**src/rtl/spi_pkg.sv**
```systemverilog
// Shared constants and types for the SPI slave bridge.
// Reset levels here describe an idle, deselected bus.
package spi_pkg;

  localparam int SPI_BYTE_W = 8;
  localparam int SPI_CNT_W  = 3;

  localparam logic SCLK_IDLE = 1'b0;
  localparam logic CSN_IDLE  = 1'b1;
  localparam logic MOSI_IDLE = 1'b0;

  typedef enum logic {
    ST_IDLE,
    ST_ACTIVE
  } spi_state_e;

endpackage

```
**src/rtl/sync_ff.sv**
```systemverilog
// Generic multi-flop synchronizer with async reset.
// Reset value lets each input settle to its idle level.
module sync_ff #(
  parameter int               WIDTH   = 1,
  parameter int               STAGES  = 2,
  parameter logic [WIDTH-1:0] RST_VAL = '0
) (
  input  logic             clk,
  input  logic             rst,
  input  logic [WIDTH-1:0] d,
  output logic [WIDTH-1:0] q
);

  logic [STAGES-1:0][WIDTH-1:0] chain_q;

  // shift the async input through the flop chain
  always_ff @(posedge clk or posedge rst) begin
    if (rst) begin
      chain_q <= {STAGES{RST_VAL}};
    end else begin
      chain_q <= {chain_q[STAGES-2:0], d};
    end
  end

  assign q = chain_q[STAGES-1];

endmodule

```
**src/rtl/spi_bridge.sv**
```systemverilog
// SPI mode-0 slave front end: oversampled RX byte assembly
// and TX serialization of the decoder's reply byte.
module spi_bridge
  import spi_pkg::*;
#(
  parameter int SYNC_STAGES = 2,
  parameter int LOAD_DELAY  = 2
) (
  input  logic                  clk,
  input  logic                  rst,
  input  logic                  sclk,
  input  logic                  cs_n,
  input  logic                  mosi,
  output logic                  miso,
  output logic                  miso_en,
  output logic                  byte_sync,
  output logic [SPI_BYTE_W-1:0] data_in,
  input  logic [SPI_BYTE_W-1:0] data_out,
  output logic                  frame_err
);

  localparam int LDW = $clog2(LOAD_DELAY + 1);
  localparam int FLW = SYNC_STAGES + 1;

  logic sclk_s, cs_s, mosi_s;
  logic sclk_q, cs_q;

  sync_ff #(
    .WIDTH  (1),
    .STAGES (SYNC_STAGES),
    .RST_VAL(SCLK_IDLE)
  ) u_sync_sclk (
    .clk(clk),
    .rst(rst),
    .d  (sclk),
    .q  (sclk_s)
  );

  sync_ff #(
    .WIDTH  (1),
    .STAGES (SYNC_STAGES),
    .RST_VAL(CSN_IDLE)
  ) u_sync_cs (
    .clk(clk),
    .rst(rst),
    .d  (cs_n),
    .q  (cs_s)
  );

  sync_ff #(
    .WIDTH  (1),
    .STAGES (SYNC_STAGES),
    .RST_VAL(MOSI_IDLE)
  ) u_sync_mosi (
    .clk(clk),
    .rst(rst),
    .d  (mosi),
    .q  (mosi_s)
  );

  // history flops for edge detection
  always_ff @(posedge clk or posedge rst) begin
    if (rst) begin
      sclk_q <= SCLK_IDLE;
      cs_q   <= CSN_IDLE;
    end else begin
      sclk_q <= sclk_s;
      cs_q   <= cs_s;
    end
  end

  // The synchronizer resets to "deselected", so a chip select
  // already low at reset release would look like a fresh fall.
  // Only accept cs_fall once a real high level has been seen.
  logic [FLW-1:0] flush_q;
  logic           armed_q;

  // flush the sync chain, then arm on a genuine idle level
  always_ff @(posedge clk or posedge rst) begin
    if (rst) begin
      flush_q <= '0;
      armed_q <= 1'b0;
    end else begin
      flush_q <= {flush_q[FLW-2:0], 1'b1};
      if (flush_q[FLW-1] && cs_s)
        armed_q <= 1'b1;
    end
  end

  logic rise, fall, cs_fall, cs_rise;

  assign rise    =  sclk_s & ~sclk_q;
  assign fall    = ~sclk_s &  sclk_q;
  assign cs_fall = ~cs_s & cs_q & armed_q;
  assign cs_rise =  cs_s & ~cs_q;

  spi_state_e                state_q;
  logic [SPI_CNT_W-1:0]      bit_cnt_q;
  logic [SPI_BYTE_W-2:0]     rx_q;
  logic [SPI_BYTE_W-1:0]     tx_q;
  logic [SPI_BYTE_W-1:0]     data_in_q;
  logic                      byte_sync_q;
  logic                      frame_err_q;
  logic                      miso_en_q;
  logic [LDW-1:0]            ld_cnt_q;
  logic                      load_now;

  assign load_now = (ld_cnt_q == LDW'(1));

  // frame FSM with bit counter, shifters and reply-load timer
  always_ff @(posedge clk or posedge rst) begin
    if (rst) begin
      state_q     <= ST_IDLE;
      bit_cnt_q   <= '0;
      rx_q        <= '0;
      tx_q        <= '0;
      data_in_q   <= '0;
      byte_sync_q <= 1'b0;
      frame_err_q <= 1'b0;
      miso_en_q   <= 1'b0;
      ld_cnt_q    <= '0;
    end else begin
      byte_sync_q <= 1'b0;
      frame_err_q <= 1'b0;
      if (ld_cnt_q != '0)
        ld_cnt_q <= ld_cnt_q - LDW'(1);
      if (load_now)
        tx_q <= data_out;
      if (byte_sync_q)
        ld_cnt_q <= LDW'(LOAD_DELAY);
      unique case (state_q)
        ST_IDLE: begin
          if (cs_fall) begin
            state_q   <= ST_ACTIVE;
            bit_cnt_q <= '0;
            rx_q      <= '0;
            tx_q      <= '0;
            miso_en_q <= 1'b1;
            ld_cnt_q  <= '0;
          end
        end
        ST_ACTIVE: begin
          if (cs_rise) begin
            state_q   <= ST_IDLE;
            miso_en_q <= 1'b0;
            bit_cnt_q <= '0;
            rx_q      <= '0;
            ld_cnt_q  <= '0;
            if (bit_cnt_q != '0)
              frame_err_q <= 1'b1;
          end else if (rise) begin
            rx_q      <= {rx_q[SPI_BYTE_W-3:0], mosi_s};
            bit_cnt_q <= bit_cnt_q + SPI_CNT_W'(1);
            if (bit_cnt_q == '1) begin
              data_in_q   <= {rx_q, mosi_s};
              byte_sync_q <= 1'b1;
            end
          end else if (fall && bit_cnt_q != '0 && !load_now) begin
            tx_q <= {tx_q[SPI_BYTE_W-2:0], 1'b0};
          end
        end
        default: state_q <= ST_IDLE;
      endcase
    end
  end

  assign miso      = tx_q[SPI_BYTE_W-1] & miso_en_q;
  assign miso_en   = miso_en_q;
  assign byte_sync = byte_sync_q;
  assign data_in   = data_in_q;
  assign frame_err = frame_err_q;

endmodule
```
**config.mk**
```make
export PLATFORM = sky130hd
export DESIGN_NAME = spi_bridge
export DESIGN_NICKNAME = d
export VERILOG_FILES = /design/src/rtl/spi_pkg.sv /design/src/rtl/sync_ff.sv /design/src/rtl/spi_bridge.sv
export SDC_FILE = /design/constraint.sdc
export NUM_CORES = 1
export LEC_CHECK = 0
export ABC_AREA = 1
export ABC_CLOCK_PERIOD_IN_PS = 2700
export BUFFER_PORTS_ARGS = -buffer_cell sky130_fd_sc_hd__buf_4
export CORE_MARGIN = 10
export CORE_UTILIZATION = 60
export DETAILED_ROUTE_END_ITERATION = 7
export MAX_ROUTING_LAYER = met4
export PLACE_DENSITY = 0.93
export SYNTH_ARGS = -nofsm -noshare
export SYNTH_HDL_FRONTEND = slang
export SYNTH_SLANG_ARGS = --single-unit
export TNS_END_PERCENT = 30
```
**constraint.sdc**
```tcl
create_clock -name clk -period 2.7 [get_ports clk]
set_clock_uncertainty 0.05 [all_clocks]
set_input_delay 0.135 -clock clk [delete_from_list [all_inputs] [get_ports clk]]
set_output_delay 0.135 -clock clk [all_outputs]
set_load 0.02 [all_outputs]
```
After elaboration in Yosys (flattened, before gate mapping):

Cells that the tools add are included.

* add/sub/neg operators: 2
* eq/ne operators: 5
* multiplexer cells: 32
* bitwise operators: 12
* reductions and logical operators: 9

Operators with widths (count)
* 8-bit 2-to-1 mux: 5
* 7-bit 2-to-1 mux: 3
* 8-bit case mux with 2 select lines: 1
* 7-bit case mux with 2 select lines: 1
* 1-bit 2-to-1 mux: 11
* 3-bit 2-to-1 mux: 3
* 2-bit 2-to-1 mux: 4
* 1-bit bitwise AND: 6
* 1-bit NOT: 6
* 3-bit case mux with 2 select lines: 1
* 2-bit != test, second input constant: 2
* 1-bit case mux with 2 select lines: 2
* 2-bit case mux with 2 select lines: 1
* 2-bit AND reduction: 2
* 4-bit AND reduction: 1
* 3-bit by 1-bit adder with 3-bit output, second input constant: 1
* 3-bit == test, second input constant: 1
* 1-bit logical AND: 3
* 3-bit != test, second input constant: 1
* 3-bit nonzero test: 1
* 2-bit by 1-bit == test with 1-bit output, second input constant: 1
* 2-bit nonzero test: 1
* 2-bit by 1-bit subtractor with 2-bit output, second input constant: 1
* 1-bit zero test: 1

* bits in registers: 44
* output and inout port bits: 12
* word-level logic and storage cells: 79

Longest topological paths before layout:

Gate-level depths: netlist (run 1).

* depth after elaboration: 8
* gate-level depth with buffers: 9
* mapped depth without buffers: 8

Modules after synthesis:

From an unflattened synthesis (run 1), not the netlist that was laid out.

* cell total of the unflattened synthesis: 215
* area total of the unflattened synthesis: 1940.6 µm²

Modules (own cells, without submodules)
* spi_bridge: instances 1, cells each 206, area each 1776.7 µm², seq. area each 952.2 µm²
* sync_ff (u_sync_mosi ...): instances 2, cells each 3, area each 53.8 µm², seq. area each 50.0 µm²
* sync_ff (u_sync_cs): instances 1, cells each 3, area each 56.3 µm², seq. area each 52.6 µm²

Least setup slack after synthesis (run 1):

No wires, ideal clock.

* kind: register to register
* start point: reg bit_cnt_q[0]
* end point: reg tx_q[5]
* arrival: 1.171 ns
* path slack: 1.364 ns
* stages on the path, launching flop included: 10
* path buffers: 1
* period minus slack after synthesis: 1.336 ns
* cell sequence: dfrtp_1 > inv_1 > ha_1 > nand2_1 > nand2_4 > nor2_8 > buf_12 > nand2_2 > nand2_2 > nor2_2

* cells in the longest elaborated chain, start to end: 7

RTL lines
* start: declaration: RTL line spi_bridge.sv:98 `logic [SPI_CNT_W-1:0] bit_cnt_q;`
* start signal: assignment: RTL line spi_bridge.sv:153 `bit_cnt_q <= bit_cnt_q + SPI_CNT_W'(1);`
* 3-bit nonzero test: RTL line spi_bridge.sv:158 `end else if (fall && bit_cnt_q != '0 && !load_now) begin`
* 1-bit logical AND (2 in a row): RTL line spi_bridge.sv:158
* 8-bit 2-to-1 mux: RTL line spi_bridge.sv:158
* 8-bit 2-to-1 mux: RTL line spi_bridge.sv:151 `end else if (rise) begin`
* 8-bit 2-to-1 mux: RTL line spi_bridge.sv:143 `if (cs_rise) begin`
* 8-bit case mux with 2 select lines: RTL line spi_bridge.sv:131 `unique case (state_q)`
* end signal: assignment: RTL line spi_bridge.sv:128 `tx_q <= data_out;`
* end signal: assignment: RTL line spi_bridge.sv:159 `tx_q <= {tx_q[SPI_BYTE_W-2:0], 1'b0};`
* end: declaration: RTL line spi_bridge.sv:100 `logic [SPI_BYTE_W-1:0] tx_q;`

No other way between the ends.
A chain may end at the register's enable or synchronous reset.

Worst setup path in the final report (run 1):

* start point: reg state_q
* end point: reg rx_q[1]

* cells in the longest elaborated chain, start to end: 3
* elaborated cells on any way between the ends: 5
* classes of those cells: eq/ne (2); mux (1); bitwise (1); reduce/logical (1)

RTL lines
* start: declaration: RTL line spi_bridge.sv:97 `spi_state_e state_q;`
* start signal: assignment: RTL line spi_bridge.sv:113 `state_q <= ST_IDLE;`
* start signal: assignment: RTL line spi_bridge.sv:134 `state_q <= ST_ACTIVE;`
* start signal: assignment: RTL line spi_bridge.sv:144 `state_q <= ST_IDLE;`
* 1-bit NOT
* 2-bit != test (no source line)
* 2-bit AND reduction (no source line)
* end signal: assignment: RTL line spi_bridge.sv:152 `rx_q <= {rx_q[SPI_BYTE_W-3:0], mosi_s};`
* end: declaration: RTL line spi_bridge.sv:99 `logic [SPI_BYTE_W-2:0] rx_q;`

Several ways; a longest one is shown, not always the timed one.

==> parameters.txt, run 1 <==
Parameter                              Value

Yosys
  Synthesized flop and latch total ... 44
  Number of flops mapped to enable cells by yosys ... 0
  Post-synth net total ... 228
  Top cell types by occurrence after synthesis ... nand2_1, dfrtp_1, nand3_1, nor2_1, inv_1
  Top_reg_cell synth ... dfrtp_1
  Synth Warn # ... 0
  Mean instance size in the synthesized netlist ... 9.10 um2
  Library cells used by synthesis ... 22
  Most area-hungry cell type in the Yosys netlist ... dfrtp_1
  Biggest area contributors in the synthesized netlist ... dfrtp_1, nand2_1, nand3_1
  Sequential cell area fraction in the yosys report ... 0.573
  Mapped Area ... 1930 um2
  Asr flop ratio synth ... 1.00
  Cells after Synth ... 212
  Yosys top cell area share ... 0.532
  Most used standard cell by instance count after synthesis ... nand2_1

Worst setup path
  Endpoint of the lowest-slack register-to-register path ... rx_q[1]
  Required time at the endpoint of the critical path ... 2.94 ns
  Critical path fanouts, max ... 11
  Source of the worst register-to-register timing path ... state_q
  Critical Path AT ... 2.04 ns
  Startpoint class of the critical path ... flop
  Depth of the worst register-to-register path ... 6
  Register-to-register setup slack ... 0.90 ns
  Nature of the critical path endpoint ... flop
  Worst Path Class, Setup ... flop to flop

Placed design
  Cell count after placement ... 276
  Half-perimeter wire length after placement ... 2490 um
  Placer's final routability congestion estimate ... 0.838
  Count of input and output buffers ... 24
  Post-place instance area ... 2130 um2

Global route
  Number of global-route vias before repair ... 1309
  Initial antenna violation count ... 0
  First-pass GRT wire length ... 5660 um
  GR Util All Layers ... 0.117
  Pin count of the biggest net entering global routing ... 33
  Remaining global-route overflow ... 0

Detailed routing
  First-pass detailed-route iteration total ... 4
  Average wire per standard cell ... 11.7 um
  DRC violation count after routing ... 0
  Total via count in the routed design ... 1420
  Average via count per standard cell ... 4.93
  Final wirelength ... 3370 um
  Number of antenna-violating nets in the routed design ... 0
  DRC marker count from the first detailed-route iteration ... 121

Flow run
  Count of max-cap constraint violations ... 0

Clocking
  TritonCTS sink count ... 44
  Post-cts sizing count ... 0
  Clk pin slew, worst setup/hold paths ... 0.12 ns
  H-tree lvl count ... 2
  Clock tree from TritonCTS ... done
  TritonCTS buffer count ... 5
  Deepest clock path buffer count ... 2
  Root buffer cell ... clkbuf_4
  Worst-Skew Late Latency ... 0.35 ns

Die
  Horizontal die dimension ... 76.7 um
  Core region area ... 3080 um2
  Starting utilization of the core area ... 0.627
  Number of ports placed on the die boundary ... 25
  Die Footprint ... 5880 um2
  Number of cell rows ... 20
  Die extent in y ... 76.7 um

Layout
  Share of cells above drive strength 1 ... 0.262
  Final std cell area, no fill ... 2240 um2
  Area grow syn2layout ... 16.0%
  Final cell count without fillers ... 288
  Number of nets in the finished design ... 259
  Final design utilization ... 0.727
  Number of antenna cells inserted ... 0
  Filler Cells Inserted ... 215

STA
  Fin crit period ... 1.80 ns
  Final period utilization ... 0.666
  Final setup violation count ... 0
  Final setup TNS ... 0 ns
  Relative max-transition margin ... 0.654
  Setup repair after global routing missed its margin ... no
  Smallest hold slack ... 0.0765 ns
  Number of max-slew violations in the final report ... 0
  Final-report hold violation count ... 0
  Peak Freq ... 0.556 GHz
  Measured slew at the worst slew-check pin ... 0.519 ns

Min path
  Kind of path behind the tightest hold check ... input pin to flop
  Number of cells traversed by the worst hold path ... 5
  Hold endpoint ... tx_q[4]
  Hold path start ... data_out[4]

Power and ir drop
  Power per Cell Area ... 636 nW/um2
  Leakage ... 1.25 nW
  Max IR drop VDD ... 425 uV

Status
  Result of the run ... finished, final reports clean
==> state kept, by name, summed over array words and instances (netlist names), 2 cells and up <==
signal,count
bit_cnt_q,3
ld_cnt_q,2
rx_q,7
flush_q,3
data_in,8
tx_q,8
==> metal layers <==
metal  track usage  up-vias  part of all wire
li1              -      717                 -
met1         0.134      665              0.44
met2         0.185       32              0.48
met3        0.0350        6             0.060
met4        0.0502        0             0.014
met5             -        -                 0
==> area by class of cell <==
type / instances / area (um2) / area share
Sequential cell: 44 / 1100 / 0.494
Multi-Input combinational cell: 147 / 716 / 0.320
Timing Repair Buffer: 30 / 235 / 0.105
Inverter: 15 / 61.3 / 0.0274
Tap cell: 44 / 55.1 / 0.0246
Clock buffer: 6 / 51.3 / 0.0229
Clock inverter: 2 / 13.8 / 0.00615
==> worst max-delay path, stage by stage (launching register included) <==
cell and delay, ns:
dfrtp_1 0.69, inv_2 0.18, nand4_1 0.18, nand2_1 0.26
inv_2 0.23, nand2_1 0.08, nand2_1 0.07
==> how the worst max path moves through the flow <==
stage,startpoint,end,slack [ns],depth (start not counted)
final,state_q,rx_q[1],0.90,6
after global routing,state_q,rx_q[2],0.79,6
after CTS,state_q,rx_q[1],0.95,6
after detailed placement,state_q,rx_q[1],0.97,6
after global placement,state_q,rx_q[2],1.11,6
after floorplan,bit_cnt_q[0],tx_q[5],1.36,9
==> report_power, final <==
part | internal [W] | total [W] | leakage [nW] | switching [W]
Clock | 0.000129 | 0.000329 | 0.0386 | 0.000200
Combinational | 0.000119 | 0.000311 | 0.641 | 0.000192
Sequential | 0.000727 | 0.000782 | 0.571 | 0.0000545
==> through the flow <==
stage	total power (W)	worst slack (ns)
floorplan	0.00104	1.36
global placement	0.00109	1.11
detailed placement	0.00110	0.975
CTS	0.00144	0.955
global route	0.00150	0.788
finish	0.00142	0.902
==> cell families (layout without fill, tap and decap cells) <==
family          Yosys count  after routing  synth area share
other cells               1              1           0.00194
simple gates            132            132             0.306
buf+inv                  21             53            0.0564
compound gates           11             11            0.0434
fa+ha+maj                 3              3            0.0195
flops                    44             44             0.573
==> placed cells by master (no fill, tap or decap) <==
master	instances
nor2_1	13
dfrtp_1	41
a21oi_2	7
nand2_4	1
inv_4	2
nor2_8	1
dfstp_2	3
conb_1	1
clkinv_2	1
nand2_2	5
a21oi_1	3
inv_2	3
buf_4	26
a21o_1	1
nand3_1	18
dlygate4sd3_1	4
nor2_2	7
nand2_8	1
clkbuf_4	5
clkbuf_8	1
nand4_1	1
inv_6	1
inv_1	10
nand2_1	85
ha_1	3
==> repair_timing <==
| action | 4_1_cts | 5_1_grt |
|---|---|---|
| hold endpoints to repair | 13 | 0 |
| hold buffers | 4 | 0 |
| setup buffers | 0 | 0 |
Power figures use the tool's default switching activity.
==> run 2: changes to the inputs <==
ABC_CLOCK_PERIOD_IN_PS = 1500   (was 2700)
CORE_UTILIZATION = 51   (was 60)
PLACE_DENSITY = 0.86   (was 0.93)
clock period = 1.5 ns   (was 2.7 ns; I/O delays follow)
==> run 2 against run 1 <==
Fmax grew 28%. Via count grew 4.2%. Clock power grew 110%. Largest power group unchanged. Critical path type unchanged. Wire length grew 12%. Die area grew 13%. Critical endpoint is now tx_q[4].
==> parameters.txt, run 2 (synthesis results as in run 1) <==
Parameter                              Value

Worst setup path
  Launching instance or port of the critical path ... bit_cnt_q[0]
  Register-to-register setup slack ... 0.09 ns
  Critical Path AT ... 1.55 ns
  Nature of the critical path endpoint ... flop
  Startpoint class of the critical path ... flop
  Required time at the endpoint of the critical path ... 1.64 ns
  Source of the worst register-to-register timing path ... bit_cnt_q[0]
  Critical path fanouts, max ... 6
  Worst Path Class, Setup ... flop to flop

Placed design
  Post-place instance area ... 2200 um2
  Placer's final routability congestion estimate ... 0.811
  Half-perimeter wire length after placement ... 2580 um
  Count of input and output buffers ... 24

Global route
  Remaining global-route overflow ... 0
  GR Util All Layers ... 0.129
  Pin count of the biggest net entering global routing ... 45
  First-pass GRT wire length ... 6520 um
  Initial antenna violation count ... 0
  Number of global-route vias before repair ... 1452

Power and ir drop
  Leakage ... 1.31 nW
  Max IR drop VDD ... 586 uV
  Power per Cell Area ... 1150 nW/um2

STA
  Final-report hold violation count ... 0
  Fin crit period ... 1.41 ns
  Number of max-slew violations in the final report ... 0
  Peak Freq ... 0.711 GHz
  Final setup violation count ... 0
  Smallest hold slack ... 0.0785 ns
  Final period utilization ... 0.938

Die
  Core region area ... 3660 um2
  Horizontal die dimension ... 81.5 um
  Die Footprint ... 6640 um2
  Die extent in y ... 81.5 um
  Number of cell rows ... 22
  Number of ports placed on the die boundary ... 25
  Starting utilization of the core area ... 0.527

Layout
  Most frequent cells in the layout ... nand2_1, dfrtp_1, buf_4, nand3_1, nor2_1
  Area grow syn2layout ... 22.6%
  Filler Cells Inserted ... 305
  Number of antenna cells inserted ... 0
  Final std cell area, no fill ... 2360 um2
  Commonest non-fill, non-tap cell in the layout ... nand2_1
  Share of cells above drive strength 1 ... 0.287
  Number of nets in the finished design ... 269

Clocking
  Worst-Skew Late Latency ... 0.29 ns
  Root buffer cell ... clkbuf_8
  Deepest clock path buffer count ... 2
  H-tree lvl count ... 2
  TritonCTS sink count ... 44
  Clk pin slew, worst setup/hold paths ... 0.07 ns
  TritonCTS buffer count ... 5
  Clock tree from TritonCTS ... done

Detailed routing
  Total via count in the routed design ... 1479
  Final wirelength ... 3790 um
  Number of antenna-violating nets in the routed design ... 0
  DRC marker count from the first detailed-route iteration ... 126
  Average wire per standard cell ... 12.5 um
  Average via count per standard cell ... 4.90
  First-pass detailed-route iteration total ... 4
  DRC violation count after routing ... 0

Status
  Result of the run ... finished, final reports clean

Min path
  Kind of path behind the tightest hold check ... input pin to flop
  Hold path start ... data_out[7]

Flow run
  Count of max-cap constraint violations ... 0
-- run 2: power breakdown --
part	total [W]	internal, W	switching (W)	leakage (nW)
clock network	0.000689	0.000326	0.000362	0.0422
logic	0.000642	0.000252	0.000390	0.700
registers	0.00139	0.00131	0.0000807	0.571
total	0.00272	0.00189	0.000833	1.31
-- run 2: cell type report --
cell class                      instances  area, um2  share of cell area
Tap cell                               48       60.1              0.0254
Inverter                               15       61.3              0.0259
Timing Repair Buffer                   39        328               0.139
Clock buffer                            7       76.3              0.0323
Multi-Input combinational cell        148        729               0.308
Clock inverter                          1       5.00             0.00212
Sequential cell                        44       1100               0.467
-- run 2: metal layers --
layer / wire length (um) / part of all wire / vias up / GRT usage
li1: - / - / 734 / -
met1: 1570 / 0.42 / 717 / 0.144
met2: 1960 / 0.52 / 21 / 0.208
met3: 195 / 0.051 / 7 / 0.0491
met4: 57 / 0.015 / 0 / 0.0467
met5: 0 / 0 / - / -
-- run 2: repair_timing --
action	4_1_cts	5_1_grt
hold buffers	4	0
endpoints found under the hold margin	44	0
resized for setup	0	1
buffers inserted	0	4
endpoints found under the setup margin	0	7
-- run 2: worst max-delay path, cell delays in order, from the launching register on --
cell	delay, ns
dfrtp_1	0.37
inv_1	0.06
ha_1	0.20
nand2_1	0.11
nand2_4	0.09
nor2_4	0.22
nand2_1	0.08
nand2_1	0.08
nor2_2	0.04
-- run 2: path summary, 6_finish.rpt --
kind,end,depth (start not counted)
max in group asynchronous,u_sync_cs.chain_q[0],4
worst min-delay path,tx_q[7],5
worst min register to register,u_sync_sclk.q,0
worst max register to register,tx_q[4],8
worst max-delay path,tx_q[4],8
min in group asynchronous,armed_q,4
-- run 2: per-stage QoR --
step	instances	TNS, ns	util	setup slack, ns	power [W]
global placement	285	0	0.601	0.118	0.00199
global route	302	-0.00273	0.646	-0.00273	0.00291
finish	302	0	0.646	0.0936	0.00272
floorplan	212	0	-	0.164	0.00187
CTS	297	0	0.634	0.0394	0.00271
detailed placement	285	0	0.601	0.0487	0.00202
